[config.mk]
export PLATFORM = sky130hd
export DESIGN_NAME = sat_accum_stream
export DESIGN_NICKNAME = d
export VERILOG_FILES = /design/src/rtl/sat_accum_pkg.sv /design/src/rtl/sat_add_cell.sv /design/src/rtl/sat_accum_stream.sv
export SDC_FILE = /design/constraint.sdc
export NUM_CORES = 1
export LEC_CHECK = 0
export BUFFER_PORTS_ARGS = -buffer_cell sky130_fd_sc_hd__buf_4
export CORE_ASPECT_RATIO = 1.1
export CORE_UTILIZATION = 53
export DETAILED_ROUTE_END_ITERATION = 6
export HOLD_SLACK_MARGIN = 0.12
export PLACE_DENSITY = 0.83
export SLEW_MARGIN = 20
export SYNTH_ARGS = -nofsm -noshare
export SYNTH_HDL_FRONTEND = slang
export SYNTH_SLANG_ARGS = --single-unit
[constraint.sdc]
create_clock -name clk -period 3.2 [get_ports clk]
set_clock_uncertainty 0.2 [all_clocks]
set_input_delay 0.64 -clock clk [delete_from_list [all_inputs] [get_ports clk]]
set_output_delay 0.64 -clock clk [all_outputs]
set_load 0.02 [all_outputs]
[src/rtl/sat_accum_pkg.sv]
// Shared types and width-dependent saturation limits for the streaming accumulator.
// Used by sat_add_cell and sat_accum_stream.
package sat_accum_pkg;

   localparam int SAT_W = 64;

   typedef enum logic [1:0] {
      IDLE,
      ACCUM,
      HOLD
   } state_t;

   // Limits are returned at SAT_W bits; callers keep the low w bits.
   function automatic logic [SAT_W-1:0] sat_max(input int w);
      return (64'd1 << (w - 1)) - 64'd1;
   endfunction

   function automatic logic [SAT_W-1:0] sat_min(input int w);
      return 64'd1 << (w - 1);
   endfunction

endpackage

[src/rtl/sat_add_cell.sv]
// Combinational signed saturating adder; clamped flags a step that hit MAX or MIN.
module sat_add_cell
   import sat_accum_pkg::*;
#(
   parameter int BITWIDTH = 32
) (
   input  logic [BITWIDTH-1:0] a,
   input  logic [BITWIDTH-1:0] b,
   output logic [BITWIDTH-1:0] sum,
   output logic                clamped
);

   localparam logic [SAT_W-1:0] MAX_L = sat_max(BITWIDTH);
   localparam logic [SAT_W-1:0] MIN_L = sat_min(BITWIDTH);

   logic [BITWIDTH:0] s;
   logic              pos_ovf;
   logic              neg_ovf;

   assign s = {a[BITWIDTH-1], a} + {b[BITWIDTH-1], b};

   // Top two bits of the widened sum disagree only on overflow.
   assign pos_ovf = ~s[BITWIDTH] & s[BITWIDTH-1];
   assign neg_ovf = s[BITWIDTH] & ~s[BITWIDTH-1];

   always_comb begin
      sum     = s[BITWIDTH-1:0];
      clamped = 1'b0;
      if (pos_ovf) begin
         sum     = MAX_L[BITWIDTH-1:0];
         clamped = 1'b1;
      end else if (neg_ovf) begin
         sum     = MIN_L[BITWIDTH-1:0];
         clamped = 1'b1;
      end
   end

endmodule

[src/rtl/sat_accum_stream.sv]
// Back-pressured saturating frame reduction: one capped sum, count and sat flag per frame.
// Optional sticky saturation flag built when SAT_ACCUM_SAT_FLAG_EN is defined.
module sat_accum_stream
   import sat_accum_pkg::*;
#(
   parameter int BITWIDTH = 32,
   parameter int CNT_W    = 16
) (
   input  logic                clk,
   input  logic                rst,
   input  logic                in_valid,
   output logic                in_ready,
   input  logic [BITWIDTH-1:0] in_data,
   input  logic                in_last,
   output logic                out_valid,
   input  logic                out_ready,
   output logic [BITWIDTH-1:0] out_data,
   output logic [CNT_W-1:0]    out_count,
   output logic                out_sat
);

   state_t              state;
   logic [BITWIDTH-1:0] acc;
   logic [CNT_W-1:0]    cnt;
   logic [CNT_W-1:0]    cnt_next;
   logic [BITWIDTH-1:0] step_sum;
   logic                step_clamp;
   logic                accept;

   sat_add_cell #(
      .BITWIDTH(BITWIDTH)
   ) u_add (
      .a      (acc),
      .b      (in_data),
      .sum    (step_sum),
      .clamped(step_clamp)
   );

   assign accept   = in_valid & in_ready;
   assign cnt_next = (&cnt) ? cnt : cnt + 1'b1;

`ifdef SAT_ACCUM_SAT_FLAG_EN
   logic sticky;
   logic sticky_next;

   assign sticky_next = sticky | step_clamp;
`else
   logic unused_clamp;

   assign unused_clamp = step_clamp;
   assign out_sat      = 1'b0;
`endif

   always_ff @(posedge clk or posedge rst) begin
      if (rst) begin
         state     <= IDLE;
         acc       <= '0;
         cnt       <= '0;
         in_ready  <= 1'b1;
         out_valid <= 1'b0;
         out_data  <= '0;
         out_count <= '0;
`ifdef SAT_ACCUM_SAT_FLAG_EN
         sticky    <= 1'b0;
         out_sat   <= 1'b0;
`endif
      end else begin
         case (state)
            IDLE, ACCUM: begin
               if (accept) begin
                  if (in_last) begin
                     state     <= HOLD;
                     in_ready  <= 1'b0;
                     out_valid <= 1'b1;
                     out_data  <= step_sum;
                     out_count <= cnt_next;
`ifdef SAT_ACCUM_SAT_FLAG_EN
                     out_sat   <= sticky_next;
`endif
                  end else begin
                     state <= ACCUM;
                     acc   <= step_sum;
                     cnt   <= cnt_next;
`ifdef SAT_ACCUM_SAT_FLAG_EN
                     sticky <= sticky_next;
`endif
                  end
               end
            end
            HOLD: begin
               // Result stays put until the consumer takes it.
               if (out_ready) begin
                  state     <= IDLE;
                  in_ready  <= 1'b1;
                  out_valid <= 1'b0;
                  acc       <= '0;
                  cnt       <= '0;
`ifdef SAT_ACCUM_SAT_FLAG_EN
                  sticky    <= 1'b0;
`endif
               end
            end
            default: begin
               state    <= IDLE;
               in_ready <= 1'b1;
            end
         endcase
      end
   end

endmodule

Yosys cells after proc, flatten, opt, wreduce, memory -nomap -nowiden. Index checks and enable logic that the tools add are counted.

Output and inout port bits: 51. Bits in read-only memories: 0. Input bits: 37. Bits in writable memories: 0. Bits in latches: 0. Word-level logic and storage cells: 52. Register bits after elaboration: 100. Memories kept: 0.

Equality and inequality tests: 6. Shift-type cells: 0. Muxes and demuxes: 23. Add/subtract/negate cells: 2. Multipliers: 0. Reduce and logical (&&, ||, !) cells: 9. Divide/modulo/power cells: 0. Bitwise gates (word level): 5. Magnitude comparators: 0.

Operators with widths (number): 2-to-1 mux 32 bit (5); 2-to-1 mux 16 bit (4); case mux 32 bit (2 select lines) (1); adder 32 x 32 -> 33 bit (1); case mux 16 bit (2 select lines) (1); adder 16 x 1 -> 16 bit, second input constant (1); AND reduction 16 bit (1); inequality test 2 bit, second input constant (4); AND reduction 4 bit (2); 2-to-1 mux 1 bit (6); 2-to-1 mux 2 bit (3); AND reduction 3 bit (2); case mux 1 bit (2 select lines) (2); case mux 2 bit (2 select lines) (1); AND 1 bit (3); == test 2 x 1 -> 1 bit, second input constant (1); == test 2 bit, second input constant (1); zero test 2 bit (1); NOT 1 bit (2); AND reduction 2 bit (1); nonzero test 2 bit (1); OR reduction 2 bit (1).

Longest topological paths before layout. Gate-level depths: netlist of the first run.

Depth in word-level cells: 8. Mapped depth: 14. Gate-level depth less buffers: 12.

Modules after synthesis. From an unflattened synthesis of the first run, not the netlist that was laid out.

Cells, all modules: 866. Area total of the unflattened synthesis: 6874.1 µm².

By module, submodules not included: sat_accum_stream (sequential area each 2503.7 µm², times used 1, cells an instance 494, area an instance 4438.0 µm²); sat_add_cell (sequential area each 0.0 µm², times used 1, cells an instance 372, area an instance 2436.1 µm²).

Worst setup path before layout of the first run. Ideal clock, no wire load.

Kind: input -> register. From: input in_data[0]. To: register out_data[0]. Stages: 14. Data required time: 2.926 ns. Path buffers: 2. Arrival time: 3.139 ns. Library setup time: 0.074 ns. Slack: -0.213 ns. Path through: ha_1 -> inv_1 -> fa_1 -> nand2b_1 -> a21oi_2 -> o21ai_2 -> o21a_1 -> o311ai_2 -> a21o_1 -> a31oi_4 -> and2_4 -> buf_6 -> buf_12 -> a21oi_4.

Word-level cells in the longest chain between the ends: 5. Elaborated cells on any way between the ends: 7. Classes of those cells: 1 x add/sub; 2 x mux; 4 x bitwise.

RTL lines: from (decl) (RTL line sat_accum_stream.sv:13) `input logic [BITWIDTH-1:0] in_data,`; adder 32 x 32 -> 33 bit * (RTL line sat_add_cell.sv:20) `assign s = {a[BITWIDTH-1], a} + {b[BITWIDTH-1], b};`; NOT 1 bit (RTL line sat_add_cell.sv:24) `assign neg_ovf = s[BITWIDTH] & ~s[BITWIDTH-1];`; AND 1 bit (RTL line sat_add_cell.sv:24); 2-to-1 mux 32 bit (RTL line sat_add_cell.sv:32) `end else if (neg_ovf) begin`; 2-to-1 mux 32 bit * (RTL line sat_add_cell.sv:29) `if (pos_ovf) begin`; to (signal assigned) (RTL line sat_accum_stream.sv:75) `out_data <= step_sum;`; to (decl) (RTL line sat_accum_stream.sv:17) `output logic [BITWIDTH-1:0] out_data,`.

Every way passes the cells marked *; elsewhere a longest branch is shown, timed or not. A chain may end at the register's enable or synchronous reset.

Worst setup path after layout of the first run.
From: register acc[10]. To: register acc[6].

Word-level cells in the longest chain between the ends: 8. Elaborated cells on any way between the ends: 10. Classes of those cells: 1 x add/sub; 5 x mux; 4 x bitwise.

RTL lines: from (decl) (RTL line sat_accum_stream.sv:23) `logic [BITWIDTH-1:0] acc;`; from (signal assigned) (RTL line sat_accum_stream.sv:82) `acc <= step_sum;`; adder 32 x 32 -> 33 bit * (RTL line sat_add_cell.sv:20); NOT 1 bit (RTL line sat_add_cell.sv:24); AND 1 bit (RTL line sat_add_cell.sv:24); 2-to-1 mux 32 bit (RTL line sat_add_cell.sv:32); 2-to-1 mux 32 bit * (RTL line sat_add_cell.sv:29); 2-to-1 mux 32 bit * (RTL line sat_accum_stream.sv:71) `if (in_last) begin`; 2-to-1 mux 32 bit * (RTL line sat_accum_stream.sv:70) `if (accept) begin`; case mux 32 bit (2 select lines) * (RTL line sat_accum_stream.sv:68) `case (state)`.

Every way passes the cells marked *; elsewhere a longest branch is shown, timed or not. The select of a mux whose other input is x is not followed.

==> qor.csv, run 1 <==
metric;value;unit
cts.clk_slew.worst_paths;0.08;ns
setup_tns;-1.69;ns
numClockSinks;100;
power.density;1020;nW/um2
root_buffer;clkbuf_16;
ys_seq_area_frac;0.392;
synth_area_per_cell;9.19;um2
crit_path_end_kind;flop;
cpMaxStageDelayCell;dfrtp_1;
critPathKind;reg -> reg;
crit_chain;ha_1 > buf_4 > buf_4 > nand4_1 > a21oi_1 > o211ai_2 > nand4b_2 > nand2_4 > a2111oi_4 > or2_4 > nor2_8 > buf_12 > a221o_1;
setup_viol;27;
avgViaCountPerCell;6.08;
fp.coreArea;11600;um2
outcome;finished with violations;
synth_edf_count;0;
cap_violations;0;
tightest_slew;0.857;ns
io_buffers;86;
yosysUniqueCellTypes;70;
cts_max_level;3;
syn_nets;766;
n_antenna_cell;0;
worst_ir_drop_vdd;0.493;mV
nets;945;
gr-usage-all-layers;0.308;
min_path_type;in -> async;
ys.flop_type;dfrtp_1;
synth-seq-cells;100;
timing.fmax;304;MHz
period_minus_slack;3.29;ns
setup_ws;-0.0923;ns
slowest_delay;0.41;ns
cts.path.max_buffers;2;
cts_made_buffers;9;
grt_first_pass_wirelength;29.9;mm
whs;0.203;ns
drive_gt1_frac;0.340;
first_pass_iters;5;
hold_viol;0;
first_global_vias;6172;
cellLeakagePower;4.01;nW
num_io_pins;88;
cts_tree;yes;
critical_path.top_delay_family;compound AO/OA/AOI/OAI gates;
arrival;3.34;ns
drc;0;
slew_viol_final;0;
violations;setup timing;
crit_top_cell;buf_4;
drtIter0Drc;338;
dp_hpwl;13.3;mm
grt_max_degree;101;
routed_wl;19.7;mm
relSlewSlack;0.427;
area_growth;35.2;%
synth_area;6390;um2
cp.required;3.25;ns
netlist_instances;695;
routed-via-count;6257;
clk_latency;0.37;ns
rsz0062_at_grt;yes;
final_antenna_net_count;0;
grt_overflow_total;0;
worstSetupStartpointType;flop;
path_buf_inv;3;
ys_async_sr_fraction;1.00;
start_util;0.551;
die_x;107;um
synth_warnings;0;
gp_congestion;0.940;
fp.dieH;117;um
wl_per_cell;19.1;um
dpl.cell_count;996;
fin_crit_sh;1.03;
crit_fanout;11;
die-area;12500;um2
antenna_found_initial;0;
rows;41;
cts_hold_buf;0;
final-instance-count-excl-fill;1029;
[power by group]
part,internal (mW),switching [mW]
logic,2.56,3.01
clock network,0.566,0.578
registers,1.71,0.340
total,4.84,3.93
[sequential cells by signal (all words and copies together) (netlist names)]
register	flops
acc	32
out_data	32
cnt	16
out_count	16
state	2
in_ready	1
out_valid	1
[worst paths after layout]
check | start | to | slack (ns) | cells after the start
setup / recovery | acc[10] | acc[6] | -0.09 | 13
hold / removal | rst | out_data[30] | 0.20 | 3
setup reg to reg | acc[10] | acc[6] | -0.09 | 13
hold reg to reg | in_ready | in_ready | 0.28 | 2
max in group asynchronous | rst | in_ready | 2.16 | 3
min in group clk | in_ready | in_ready | 0.28 | 2
[layer usage]
metal,GRT usage,up-vias,wire (um)
li1,-,2885,-
met3,0.0487,87,1110
met1,0.378,3016,7840
met2,0.538,269,9910
met5,0,-,0
met4,0.139,0,828
[cells in the final DEF, fill, tap and decap left out, types with 4 or more instances in the layout]
master / synthesis / final
nand3_1: 15 / 14
a21oi_1: 49 / 40
a21oi_2: 11 / 19
o21ai_0: 54 / 48
nand2_1: 102 / 95
o31ai_1: 4 / 4
o211ai_1: 6 / 6
and3_1: 9 / 9
a221o_1: 26 / 26
o21ai_1: 7 / 10
nand4_1: 7 / 7
a22o_1: 6 / 6
buf_6: 4 / 4
ha_1: 33 / 28
clkbuf_16: 0 / 12
nor2b_1: 5 / 5
inv_1: 12 / 10
a21oi_4: 10 / 11
nor3_1: 9 / 9
nor2_1: 65 / 62
buf_4: 2 / 189
a31oi_1: 10 / 10
nor2_4: 1 / 5
a21o_1: 9 / 9
nand2_2: 0 / 5
xnor2_1: 21 / 21
o21bai_1: 5 / 5
buf_12: 1 / 10
xor2_1: 17 / 17
and4_1: 4 / 4
dfrtp_1: 99 / 99
[final cells by class]
type	instances	area [um2]
Clock buffer	9	225
Clock inverter	7	83.8
Fill cell	816	2960
Inverter	12	48.8
Multi-Input combinational cell	545	3850
Sequential cell	100	2500
Tap cell	150	188
Timing Repair Buffer	206	1740
[metrics by stage]
step	power (mW)	area, um2	util	worst slack [ns]
2_1_floorplan	5.09	6430	-	-0.0310
5_1_grt	9.24	8640	0.745	-0.177
3_5_place_dp	6.94	7910	0.683	-0.512
3_3_place_gp	6.78	7910	0.683	-0.415
4_1_cts	8.18	8260	0.713	0.0203
6_report	8.77	8640	0.745	-0.0923
[Yosys cell counts (3+ instances only)]
library cell	n	area (um2)
mux2i_1	3	30.0
a31oi_1	10	62.6
nand2b_1	4	25.0
ha_1	33	413
a22o_1	6	52.6
and4_1	4	35.0
a21boi_1	3	22.5
inv_1	12	45.0
a221o_1	26	260
and2_1	3	18.8
xor2_1	17	149
o211ai_1	6	45.0
buf_6	4	45.0
a21boi_0	3	22.5
o21ai_1	7	35.0
o21a_1	3	22.5
a311oi_1	3	26.3
nand4_1	7	43.8
clkbuf_1	18	67.6
buf_2	14	70.1
a21oi_4	10	163
xnor2_1	21	184
nor2b_1	5	31.3
a21oi_2	11	96.3
o31ai_1	4	30.0
dfrtp_1	99	2480
a21o_1	9	67.6
nand2_1	102	383
nor3_1	9	45.0
a21oi_1	49	245
o21bai_1	5	37.5
nor2_1	65	244
nand3_1	15	75.1
and3_1	9	56.3
o21ai_0	54	270
[what timing repair did]
action	4_1_cts	5_1_grt
setup endpoints to repair	39	61
pin swaps	3	20
gates resized for setup	1	51
cloned	1	3
setup buffers	4	9
[worst register-to-register path, stage by stage, from the launching register on]
cell,delay [ns]
dfrtp_1,0.41
ha_1,0.33
buf_4,0.14
buf_4,0.12
nand4_1,0.13
a21oi_1,0.27
o211ai_2,0.20
nand4b_2,0.17
nand2_4,0.08
a2111oi_4,0.38
or2_4,0.23
nor2_8,0.05
buf_12,0.15
a221o_1,0.31
[logic make-up after synthesis]
| group | synth area share |
|---|---|
| XOR/XNOR | 0.0521 |
| AO/OA/AOI/OAI | 0.262 |
| buffers and inverters | 0.0411 |
| other | 0.000587 |
| AND/OR/NAND/NOR | 0.178 |
| adder cells (fa/ha/maj) | 0.0678 |
| multiplexers | 0.00647 |
| flip-flops | 0.392 |
No activity file was read; power rests on OpenSTA's default activity.
==> run 2: changes to the inputs <==
--- a/config.mk
+++ b/config.mk
@@ -10,7 +10,7 @@
 export CORE_UTILIZATION = 53
 export DETAILED_ROUTE_END_ITERATION = 6
 export HOLD_SLACK_MARGIN = 0.12
-export PLACE_DENSITY = 0.83
+export PLACE_DENSITY = 0.81
 export SLEW_MARGIN = 20
 export SYNTH_ARGS = -nofsm -noshare
 export SYNTH_HDL_FRONTEND = slang
==> run 2 against run 1 <==
Count of clock-buffer cells in the layout unchanged. The run still ends with setup timing left. Setup slack gained 0.077 ns. Final cell count down 0.78%. Critical path depth grew 1.
==> qor.csv, run 2 (synthesis results as in run 1) <==
metric;value;unit;change
outcome;finished with violations;;unchanged
violations;setup timing;;unchanged
area_growth;31.4;%;was 35.2%
drc;0;;unchanged
num_io_pins;88;;unchanged
worst_ir_drop_vdd;0.498;mV;was 0.493 mV
nets;937;;was 945
stdcell_area;8390;um2;was 8640 um2
grt_overflow_total;0;;unchanged
switching_share;0.441;;was 0.448
whs;0.228;ns;was 0.203 ns
worstReg2RegStart;acc[0];;was acc[10]
drive_gt1_frac;0.313;;was 0.340
internal-power;4.72;mW;was 4.84 mW
grt_use_met2;0.536;;was 0.538
regToRegSetupSlack;-0.01;ns;was -0.09 ns
postLayoutCoreUtil;0.724;;was 0.745
cts_tree;yes;;unchanged
pwr-share-clk;0.141;;was 0.130
fp.coreArea;11600;um2;unchanged
gr-usage-all-layers;0.299;;was 0.308
final_antenna_net_count;0;;unchanged
most-common-layout-cells;buf_4 (188), nand2_1 (101), dfrtp_1 (99);;was buf_4 (189), dfrtp_1 (99), nand2_1 (95)
crit_start;acc[0];;was acc[10]
die_x;107;um;unchanged
slew_viol_final;0;;unchanged
period_minus_slack;3.21;ns;was 3.29 ns
cts_made_buffers;9;;unchanged
fin_crit_sh;1.00;;was 1.03
die-area;12500;um2;unchanged
crit_path_end_kind;flop;;unchanged
routed_wl;18.9;mm;was 19.7 mm
drtIter0Drc;309;;was 338
hold_viol;0;;unchanged
setup_viol;14;;was 27
met1_usage;0.368;;was 0.378
power;8.44;mW;was 8.77 mW
ff2ff_path_depth;14;;was 13
cts.path.max_buffers;2;;unchanged
power_frac_comb;0.618;;was 0.636
timing.fmax;311;MHz;was 304 MHz
first_pass_iters;7;;was 5
start_util;0.551;;unchanged
rsz0062_at_grt;yes;;unchanged
gr-max-usage-layer;met2;;unchanged
critPathKind;reg -> reg;;unchanged
cts_max_level;3;;unchanged
crit_fanout;6;;was 11
io_buffers;86;;unchanged
cap_violations;0;;unchanged
wl_per_cell;18.5;um;was 19.1 um
final-instance-count-excl-fill;1021;;was 1029
rows;41;;unchanged
avgViaCountPerCell;5.98;;was 6.08
gp_congestion;0.901;;was 0.940
routed-via-count;6103;;was 6257
p_seq_frac;0.241;;was 0.234
p_sw;3.72;mW;was 3.93 mW
cts.clk_slew.worst_paths;0.07;ns;was 0.08 ns
final_common_cell;buf_4;;unchanged
numClockSinks;100;;unchanged
grt_first_pass_wirelength;29.1;mm;was 29.9 mm
cp.required;3.29;ns;was 3.25 ns
ff_latch_area;2500;um2;unchanged
worstSetupStartpointType;flop;;unchanged
grt_max_degree;101;;unchanged
tightest_slew;0.815;ns;was 0.857 ns
arrival;3.31;ns;was 3.34 ns
dp_hpwl;13.0;mm;was 13.3 mm
placed_area;7870;um2;was 7910 um2
first_global_vias;6019;;was 6172
r2r_end;out_data[5];;was acc[6]
cellLeakagePower;3.93;nW;was 4.01 nW
root_buffer;clkbuf_16;;unchanged
setup_ws;-0.0149;ns;was -0.0923 ns
fp.dieH;117;um;unchanged
relSlewSlack;0.455;;was 0.427
grt_use_met3;0.0393;;was 0.0487
dpl.cell_count;994;;was 996
min_path_type;in -> async;;unchanged
antenna_found_initial;0;;unchanged
n_antenna_cell;0;;unchanged
multi_input_area;3740;um2;was 3850 um2
cts_hold_buf;0;;unchanged
clk_latency;0.36;ns;was 0.37 ns
fillers;870;;was 816
power.density;1000;nW/um2;was 1020 nW/um2
reg.largest.list;acc: 32 flops, out_data: 32 flops;;unchanged
==> run 2: repair_timing <==
action                     CTS  global route
gates cloned                 1             2
setup buffers                2             6
setup endpoints to repair   40            58
pin swaps                    2            10
gates resized for setup      3            22
==> run 2: area by class of cell <==
cell class | instances | area share
multi-input cells | 545 | 0.445
clock inverters | 7 | 0.0116
inverters | 12 | 0.00581
repair buffers | 198 | 0.190
flip-flops and latches | 100 | 0.298
well taps | 150 | 0.0224
clock buffers | 9 | 0.0268
==> run 2: power by group through the flow <==
stage / logic (mW) / clock network (mW) / registers, mW
finish: 5.21 / 1.19 / 2.03
global placement: 4.73 / 0 / 2.02
global route: 5.62 / 1.25 / 2.07
detailed placement: 4.87 / 0 / 2.04
CTS: 4.96 / 1.20 / 2.03
floorplan: 2.85 / 0 / 2.23
==> run 2: worst max path at each step <==
stage | endpoint | slack [ns] | cells past startpoint
finish | out_data[5] | -0.01 | 14
detailed placement | acc[14] | -0.45 | 13
floorplan | out_data[0] | -0.03 | 14
global route | acc[3] | -0.13 | 14
global placement | acc[21] | -0.33 | 13
CTS | acc[22] | 0.006 | 11
==> run 2: layer usage <==
layer | share of wire | vias to the layer above
met5 | 0 | -
met4 | 0.028 | 0
met3 | 0.057 | 44
met2 | 0.51 | 205
met1 | 0.41 | 2995
li1 | - | 2859
==> run 2: critical path: stages (launching register included) <==
cell,delay (ns)
dfrtp_1,0.39
ha_4,0.16
inv_2,0.04
fa_2,0.36
nand2b_4,0.17
a21oi_4,0.16
o21ai_2,0.08
o21a_1,0.23
o311ai_4,0.34
a21o_1,0.22
a31oi_4,0.15
buf_6,0.16
and2_4,0.19
clkbuf_16,0.19
a21oi_2,0.11
==> run 2: stage by stage <==
| stage | setup WS [ns] | setup TNS, ns |
|---|---|---|
| finish | -0.0149 | -0.122 |
| global route | -0.130 | -5.22 |
| CTS | 0.00607 | 0 |
| detailed placement | -0.454 | -22.39 |
| global placement | -0.329 | -15.71 |
| floorplan | -0.0310 | -0.487 |
==> run 3: changes to the inputs <==
--- a/config.mk
+++ b/config.mk
@@ -10,6 +10,7 @@
 export CORE_UTILIZATION = 53
 export DETAILED_ROUTE_END_ITERATION = 6
 export HOLD_SLACK_MARGIN = 0.12
+export MAX_ROUTING_LAYER = met4
 export PLACE_DENSITY = 0.81
 export SLEW_MARGIN = 20
 export SYNTH_ARGS = -nofsm -noshare
==> run 3 against run 2 <==
The run now ends clean. Non-clock buffer count increased by 6. Flip-flop and latch count unchanged. Routed wire length decreased by 1.7%. First-iteration DRC count increased by 26%. Combinational power decreased by 1%. Highest routed layer unchanged.
==> qor.csv, run 3 (synthesis results as in run 1) <==
metric;value;unit;change
outcome;finished, final reports clean;;was finished with violations
setup_viol;0;;was 14
ff_latch_area;2500;um2;unchanged
crit_chain;ha_4 > inv_2 > fa_2 > nand2b_4 > a21oi_4 > o21ai_2 > o21a_1 > o311ai_4 > a21o_1 > a31oi_4 > buf_6 > and2_4 > clkbuf_16 > a21oi_2;;unchanged
fp.dieH;117;um;unchanged
crit_path_end_kind;flop;;unchanged
gp_congestion;0.917;;was 0.901
cts_tree;yes;;unchanged
root_buffer;clkbuf_16;;unchanged
cpMaxStageDelayCell;dfrtp_1;;unchanged
critPathKind;reg -> reg;;unchanged
routed-via-count;6076;;was 6103
arrival;3.25;ns;was 3.31 ns
crit_fanout;6;;unchanged
area_growth;32.2;%;was 31.4%
final_common_cell;buf_4;;unchanged
drc;0;;unchanged
antenna_found_initial;0;;unchanged
tightest_slew;0.817;ns;was 0.815 ns
multi_input_area;3760;um2;was 3740 um2
relSlewSlack;0.454;;was 0.455
hold_viol;0;;unchanged
start_util;0.551;;unchanged
final_antenna_net_count;0;;unchanged
slew_viol_final;0;;unchanged
cp.required;3.29;ns;about the same
cts_max_level;3;;unchanged
die-area;12500;um2;unchanged
critical_path.top_delay_family;compound AO/OA/AOI/OAI gates;;unchanged
cts.clk_slew.worst_paths;0.08;ns;was 0.07 ns
timing.fmax;317;MHz;was 311 MHz
fin_crit_sh;0.986;;was 1.00
die_x;107;um;unchanged
first_pass_iters;5;;was 7
reg.largest.list;acc: 32 flops, out_data: 32 flops;;unchanged
num_io_pins;88;;unchanged
nets;943;;was 937
whs;0.224;ns;was 0.228 ns
min_path_type;in -> async;;unchanged
numClockSinks;100;;unchanged
routed_wl;18.5;mm;was 18.9 mm
most-common-layout-cells;buf_4 (196), nand2_1 (101), dfrtp_1 (99);;was buf_4 (188), nand2_1 (101), dfrtp_1 (99)
first_global_vias;6042;;was 6019
power;8.40;mW;was 8.44 mW
dpl.cell_count;1001;;was 994
n_antenna_cell;0;;unchanged
avgViaCountPerCell;5.92;;was 5.98
cellLeakagePower;3.94;nW;was 3.93 nW
gr-usage-all-layers;0.316;;was 0.299
period_minus_slack;3.16;ns;was 3.21 ns
rows;41;;unchanged
worstSetupStartpointType;flop;;unchanged
drtIter0Drc;390;;was 309
fp.coreArea;11600;um2;unchanged
drive_gt1_frac;0.325;;was 0.313
io_buffers;86;;unchanged
regToRegSetupSlack;0.04;ns;was -0.01 ns
rsz0062_at_grt;yes;;unchanged
slowest_delay;0.40;ns;was 0.39 ns
worst_ir_drop_vdd;0.496;mV;was 0.498 mV
path_buf_inv;3;;unchanged
wl_per_cell;18.1;um;was 18.5 um
grt_max_degree;101;;unchanged
clk_latency;0.37;ns;was 0.36 ns
power.density;994;nW/um2;was 1000 nW/um2
grt_first_pass_wirelength;29.9;mm;was 29.1 mm
cap_violations;0;;unchanged
cts_made_buffers;9;;unchanged
grt_overflow_total;0;;unchanged
fillers;897;;was 870
cts.path.max_buffers;2;;unchanged
dp_hpwl;13.3;mm;was 13.0 mm
final-instance-count-excl-fill;1027;;was 1021
[run 3: area by class of cell]
cell class / count / share of cell area
repair buffers: 204 / 0.192
flip-flops and latches: 100 / 0.297
well taps: 150 / 0.0222
inverters: 12 / 0.00578
multi-input cells: 545 / 0.445
clock inverters: 7 / 0.0119
clock buffers: 9 / 0.0267
[run 3: through the flow]
| stage | utilization | setup slack [ns] | TNS [ns] | cell area, um2 |
|---|---|---|---|---|
| final | 0.728 | 0.0434 | 0 | 8440 |
| after global routing | 0.728 | -0.0509 | -1.37 | 8440 |
| after CTS | 0.713 | 0.00710 | 0 | 8270 |
| after detailed placement | 0.684 | -0.449 | -21.03 | 7930 |
| after global placement | 0.684 | -0.334 | -15.67 | 7930 |
| after floorplan | - | -0.0310 | -0.487 | 6430 |
[run 3: worst paths after layout]
check                               from           end  cells after the start
worst max-delay path              acc[0]   out_data[9]                     14
worst min-delay path                 rst  out_data[28]                      3
worst max register to register    acc[0]   out_data[9]                     14
worst min register to register  in_ready      in_ready                      2
max in group asynchronous            rst       acc[15]                      3
min in group clk                in_ready      in_ready                      2
[run 3: tightest hold or removal path: cells and delay by family]
kind,cells,cell delay (ns)
buffers and inverters,3,0.60
[run 3: what timing repair did]
action	in CTS	in global routing
pin swaps	1	11
hold buffers	0	0
cloned	1	1
gates resized for setup	2	27
buffers inserted	0	8
endpoints found under the setup margin	26	60
hold endpoints to repair	0	0
[run 3: where the power goes]
part / switching [mW] / leakage (nW) / internal [mW]
Combinational: 2.77 / 2.53 / 2.39
Clock: 0.562 / 0.160 / 0.637
Sequential: 0.324 / 1.24 / 1.71
[run 3: metal layers]
layer  GRT usage  wire length [um]  vias to the layer above  share of wire
met5           -                 0                        -              0
met4       0.135               538                        0          0.029
met3      0.0349               825                       44          0.044
met2       0.534              9400                      195           0.51
met1       0.387              7780                     2972           0.42
li1            -                 -                     2865              -
